**src/rtl/serdes_word_aligner.sv**
```systemverilog
// Word aligner for a serial SERDES loopback: slips the word boundary one bit
// at a time until SYNC_WORD is seen LOCK_COUNT times in a row, then passes payload.
module serdes_word_aligner #(
    parameter int DATA_WIDTH = 8,
    parameter logic [DATA_WIDTH-1:0] SYNC_WORD = 8'h6A,
    parameter int LOCK_COUNT = 4,
    parameter int SLIP_WAIT = 2
) (
    input  logic                  CLK,
    input  logic                  RST,
    input  logic                  I_DAT,
    input  logic                  I_RETRAIN,
    output logic [DATA_WIDTH-1:0] O_DAT,
    output logic                  O_STB,
    output logic                  O_LOCKED,
    output logic [7:0]            O_SLIP_CNT
);
    localparam int CW = $clog2(DATA_WIDTH);
    localparam logic [CW-1:0] LAST = CW'(DATA_WIDTH - 1);
    localparam logic [3:0] LOCK_N = 4'(LOCK_COUNT);
    localparam logic [2:0] WAIT_N = 3'(SLIP_WAIT);

    typedef enum logic [1:0] {HUNT, CHECK, LOCKED} state_t;

    state_t                state_q, state_d;
    logic [DATA_WIDTH-1:0] sr_q, sr_d;
    logic [DATA_WIDTH-1:0] dat_q, dat_d;
    logic [CW-1:0]         cnt_q, cnt_d;
    logic                  hold_q, hold_d;
    logic [3:0]            mcnt_q, mcnt_d;
    logic [2:0]            wait_q, wait_d;
    logic [7:0]            slip_cnt_q, slip_cnt_d;
    logic                  stb_q, stb_d;
    logic                  locked_q, locked_d;
    logic                  capture;
    logic                  match;
    logic                  slip;

    always_comb begin
        sr_d       = {sr_q[DATA_WIDTH-2:0], I_DAT};
        capture    = (cnt_q == LAST);
        match      = (sr_d == SYNC_WORD);
        state_d    = state_q;
        dat_d      = dat_q;
        mcnt_d     = mcnt_q;
        wait_d     = wait_q;
        stb_d      = 1'b0;
        slip       = 1'b0;

        if (capture) begin
            dat_d = sr_d;
        end

        if (I_RETRAIN) begin
            state_d = HUNT;
            mcnt_d  = '0;
            wait_d  = '0;
        end else if (capture) begin
            stb_d = (state_q == LOCKED);
            if (wait_q != 3'd0) begin
                wait_d = wait_q - 3'd1;
            end else begin
                unique case (state_q)
                    HUNT: begin
                        if (match) begin
                            mcnt_d  = 4'd1;
                            state_d = (LOCK_N == 4'd1) ? LOCKED : CHECK;
                        end else begin
                            slip = 1'b1;
                        end
                    end
                    CHECK: begin
                        if (match) begin
                            mcnt_d = mcnt_q + 4'd1;
                            if (mcnt_q + 4'd1 == LOCK_N) begin
                                state_d = LOCKED;
                            end
                        end else begin
                            mcnt_d  = '0;
                            slip    = 1'b1;
                            state_d = HUNT;
                        end
                    end
                    LOCKED: begin
                        state_d = LOCKED;
                    end
                    default: begin
                        state_d = HUNT;
                    end
                endcase
            end
        end

        if (slip) begin
            wait_d = WAIT_N;
        end

        // A slip parks the counter at 0 for one extra bit, delaying the boundary.
        hold_d = 1'b0;
        if (hold_q) begin
            cnt_d = '0;
        end else if (capture) begin
            cnt_d  = '0;
            hold_d = slip;
        end else begin
            cnt_d = cnt_q + 1'b1;
        end

        slip_cnt_d = slip_cnt_q;
        if (slip && slip_cnt_q != 8'hFF) begin
            slip_cnt_d = slip_cnt_q + 8'd1;
        end

        locked_d = (state_d == LOCKED);
    end

    always_ff @(posedge CLK) begin
        if (!RST) begin
            state_q    <= HUNT;
            sr_q       <= '0;
            dat_q      <= '0;
            cnt_q      <= '0;
            hold_q     <= 1'b0;
            mcnt_q     <= '0;
            wait_q     <= '0;
            slip_cnt_q <= '0;
            stb_q      <= 1'b0;
            locked_q   <= 1'b0;
        end else begin
            state_q    <= state_d;
            sr_q       <= sr_d;
            dat_q      <= dat_d;
            cnt_q      <= cnt_d;
            hold_q     <= hold_d;
            mcnt_q     <= mcnt_d;
            wait_q     <= wait_d;
            slip_cnt_q <= slip_cnt_d;
            stb_q      <= stb_d;
            locked_q   <= locked_d;
        end
    end

    assign O_DAT      = dat_q;
    assign O_STB      = stb_q;
    assign O_LOCKED   = locked_q;
    assign O_SLIP_CNT = slip_cnt_q;
endmodule

```
**config.mk**
```make
export PLATFORM = sky130hd
export DESIGN_NAME = serdes_word_aligner
export DESIGN_NICKNAME = d
export VERILOG_FILES = /design/src/rtl/serdes_word_aligner.sv
export SDC_FILE = /design/constraint.sdc
export NUM_CORES = 1
export LEC_CHECK = 0
export ABC_CLOCK_PERIOD_IN_PS = 1900
export BUFFER_PORTS_ARGS = -buffer_cell sky130_fd_sc_hd__clkbuf_2
export CORE_UTILIZATION = 40
export DETAILED_ROUTE_END_ITERATION = 10
export GPL_TIMING_DRIVEN = 0
export PLACE_DENSITY = 0.7
export SYNTH_ARGS = -nofsm -noshare
export SYNTH_HDL_FRONTEND = slang
export SYNTH_SLANG_ARGS = --single-unit
```
**constraint.sdc**
```tcl
create_clock -name CLK -period 1.9 [get_ports CLK]
set_input_delay 0 -clock CLK [delete_from_list [all_inputs] [get_ports CLK]]
set_output_delay 0 -clock CLK [all_outputs]
set_load 0.02 [all_outputs]
```
==> reports/metrics.csv <==
metric;value;unit
antenna viol nets, final;0;
largest net degree at the start of global routing;13;
WL per Instance;12.3;um
clock tree from TritonCTS;yes;
length of the first detailed-routing pass in iterations;4;
endpoints failing hold;1;
first-pass GRT wire length;5580;um
WP data required;2.12;ns
number of standard cells in the final layout excluding fillers;247;
cell count after synthesis;169;
clock-pin slew reported for the worst setup and hold paths after clock tree synthesis;0.08;ns
die boundary width;67.9;um
unrepaired setup endpoints after global routing;yes;
post-synthesis cell area;1740;sq um
Final Max Slew Viols;0;
via count of the first global-routing pass;1213;
static leakage;0.732;nW
Synth top area share;43.8;%
power density of the placed cells;720;nW/um^2
share of flip-flops with an asynchronous set or reset;0;%
worst max-slew margin expressed relative to the limit;67.9;%
failing checks;hold timing;
Fmax achieved;555;MHz
number of synthesized register bits;38;
sequential area share after synthesis;43.8;%
clk_lat worst skew;0.29;ns
count leader, synth;sky130_fd_sc_hd__dfxtp_1;
DIE HEIGHT;67.9;um
library cell used as clock root buffer;sky130_fd_sc_hd__clkbuf_8;
number of DRC markers after the initial detailed-route iteration;57;
CORE AREA;4090;sq um
DRC errors left;0;
starting density of the core;42.5;%
ratio of cells with drive above 1 in the final layout;23.4;%
CP Capture Type;flip-flop;
Critical Path Source Type;flip-flop;
reg-to-reg startpoint;cnt_q[0]$_SDFF_PP0_;
final wirelength;3040;um
post-placement cell count;239;
Min Clock Period, post-route;1.80;ns
Min-Delay Startpoint;I_DAT;
category of the most critical setup path;flip-flop to flip-flop;
Vias/cell;5.15;
CTS hold repair buffers;0;
Max Cap Viol;0;
Post-CTS Setup Bufs;0;
highest fanout seen on the critical path;10;
hold crit path type;input port to flip-flop;
Final period util;94.8;%
Yosys top cell by area;sky130_fd_sc_hd__dfxtp_1;
Synth Net Count;179;
launching element of the worst setup path;cnt_q[0]$_SDFF_PP0_;
All-Layer GR Usage;16.4;%
average cell area after synthesis;10.3;sq um
prevailing post-synth register cell;sky130_fd_sc_hd__dfxtp_1;
dpl cell area;1900;sq um
final total power;1.44;mW
half-perimeter wire length after placement;2200;um
total number of clock tree sinks;38;
CTS resizes;0;
Finish-stage setup viols;0;
Final Skew;0.00513;ns
maximum buffer depth of the clock tree;2;
run status;finished, violations left;
number of warning messages in the yosys log;0;
quantity of I/O buffers inserted on ports;20;
summed area of non-filler cells in the final layout;2000;sq um
dominant cells by area after synthesis;sky130_fd_sc_hd__dfxtp_1, sky130_fd_sc_hd__mux2i_1, sky130_fd_sc_hd__ha_1;
CP arrival;2.02;ns
Final #Nets;206;
EDFF count, synth;0;
placement row count;23;
ports placed on the boundary;22;
initial antenna violation count;0;
transition time of the tightest slew-check pin;0.481;ns
number of CTS-inserted buffers;5;
relative area change from synthesis to final layout;14.8;%
die area;4610;sq um
GPL Wtd Cong;0.788;
n_diodes;0;
peak ir drop on the vdd network;0.347;mV
maximum level of the CTS H-tree;2;
worst hold-check slack;-0.00141;ns
leftover overflow at the end of global routing;0;
most common library cells after synthesis;sky130_fd_sc_hd__dfxtp_1, sky130_fd_sc_hd__mux2i_1, sky130_fd_sc_hd__nand2_1;
Cell variety after synth;44;
via count;1272;
## critical path: stages (launching register included)
cell and delay (ns):
sky130_fd_sc_hd__dfxtp_1 0.33, sky130_fd_sc_hd__ha_1 0.15, sky130_fd_sc_hd__ha_1 0.13, sky130_fd_sc_hd__buf_4 0.15, sky130_fd_sc_hd__nand3b_4 0.10, sky130_fd_sc_hd__a21o_1 0.20, sky130_fd_sc_hd__buf_6 0.15, sky130_fd_sc_hd__nor4b_2 0.30
sky130_fd_sc_hd__mux2i_1 0.21
## registers in the layout (all words and copies together), names as in the netlist
| signal | count |
|---|---|
| O_DAT | 8 |
| sr_q | 7 |
| mcnt_q | 4 |
| O_LOCKED | 1 |
| hold_q | 1 |
| O_SLIP_CNT | 8 |
| state_q | 2 |
| cnt_q | 3 |
| wait_q | 3 |
| O_STB | 1 |
## cells by family (layout without fill, tap and decap cells)
group,count (synthesis),in the layout,synth area share (%)
simple gates,78,78,30.4
flops,38,38,43.8
compound gates,18,18,7.85
mux,16,16,9.22
buf+inv,10,38,2.95
fa+ha+maj,6,6,4.32
xor+xnor,3,3,1.51
## through the flow
stage	setup WS [ns]	setup TNS [ns]	hold slack (ns)	utilization, %
global route	-0.0221	-0.0573	0.0161	48.8
detailed placement	0.0910	0	0.300	46.5
CTS	0.0762	0	0.00147	48.8
finish	0.0981	0	-0.00141	48.8
global placement	0.113	0	0.285	46.5
floorplan	0.178	0	0.122	-
## placed cells by master, fill, tap and decap left out, types with 6 or more instances in the layout
cell type                   n
sky130_fd_sc_hd__dfxtp_1   38
sky130_fd_sc_hd__clkbuf_2  20
sky130_fd_sc_hd__mux2i_1   16
sky130_fd_sc_hd__nand2_1   13
sky130_fd_sc_hd__nor2b_1   11
sky130_fd_sc_hd__and2_1    10
sky130_fd_sc_hd__nor2_1     8
sky130_fd_sc_hd__nand2b_1   7
sky130_fd_sc_hd__a21oi_1    6
sky130_fd_sc_hd__nand3_1    6
sky130_fd_sc_hd__ha_1       6
sky130_fd_sc_hd__clkbuf_8   6
## routing by layer
metal / up-vias / global-route usage, % / part of all wire [%]
met5: - / 0 / 0
met4: 0 / 7.81 / 2.0
met3: 7 / 4.00 / 3.7
met2: 25 / 25.6 / 44
met1: 590 / 21.0 / 50
li1: 650 / - / -
## cell type report
class / count / area [sq um]
inverter: 2 / 7.51
fill: 394 / 2090
timing repair buffer: 20 / 100
clock inverter: 2 / 12.5
tap: 50 / 62.6
buffer: 8 / 43.8
multi-input combinational: 121 / 926
sequential: 38 / 761
clock buffer: 6 / 82.6
## report_power, final
part / internal, mW / leakage (nW) / switching [mW] / total [mW]
Combinational: 0.0184 / 0.377 / 0.0301 / 0.0485
Clock: 0.292 / 0.0472 / 0.286 / 0.578
Sequential: 0.805 / 0.307 / 0.00487 / 0.810
## final timing paths
check                               end  slack (ns)  cells after the start
max reg2reg  O_SLIP_CNT[5]$_SDFFE_PN0P_         0.1                      8
min reg2reg         cnt_q[0]$_SDFF_PP0_        0.42                      1
max          O_SLIP_CNT[5]$_SDFFE_PN0P_         0.1                      8
min                  sr_q[0]$_SDFF_PN0_      -0.001                      2
Note: power is estimated with default switching activity, not from simulation.
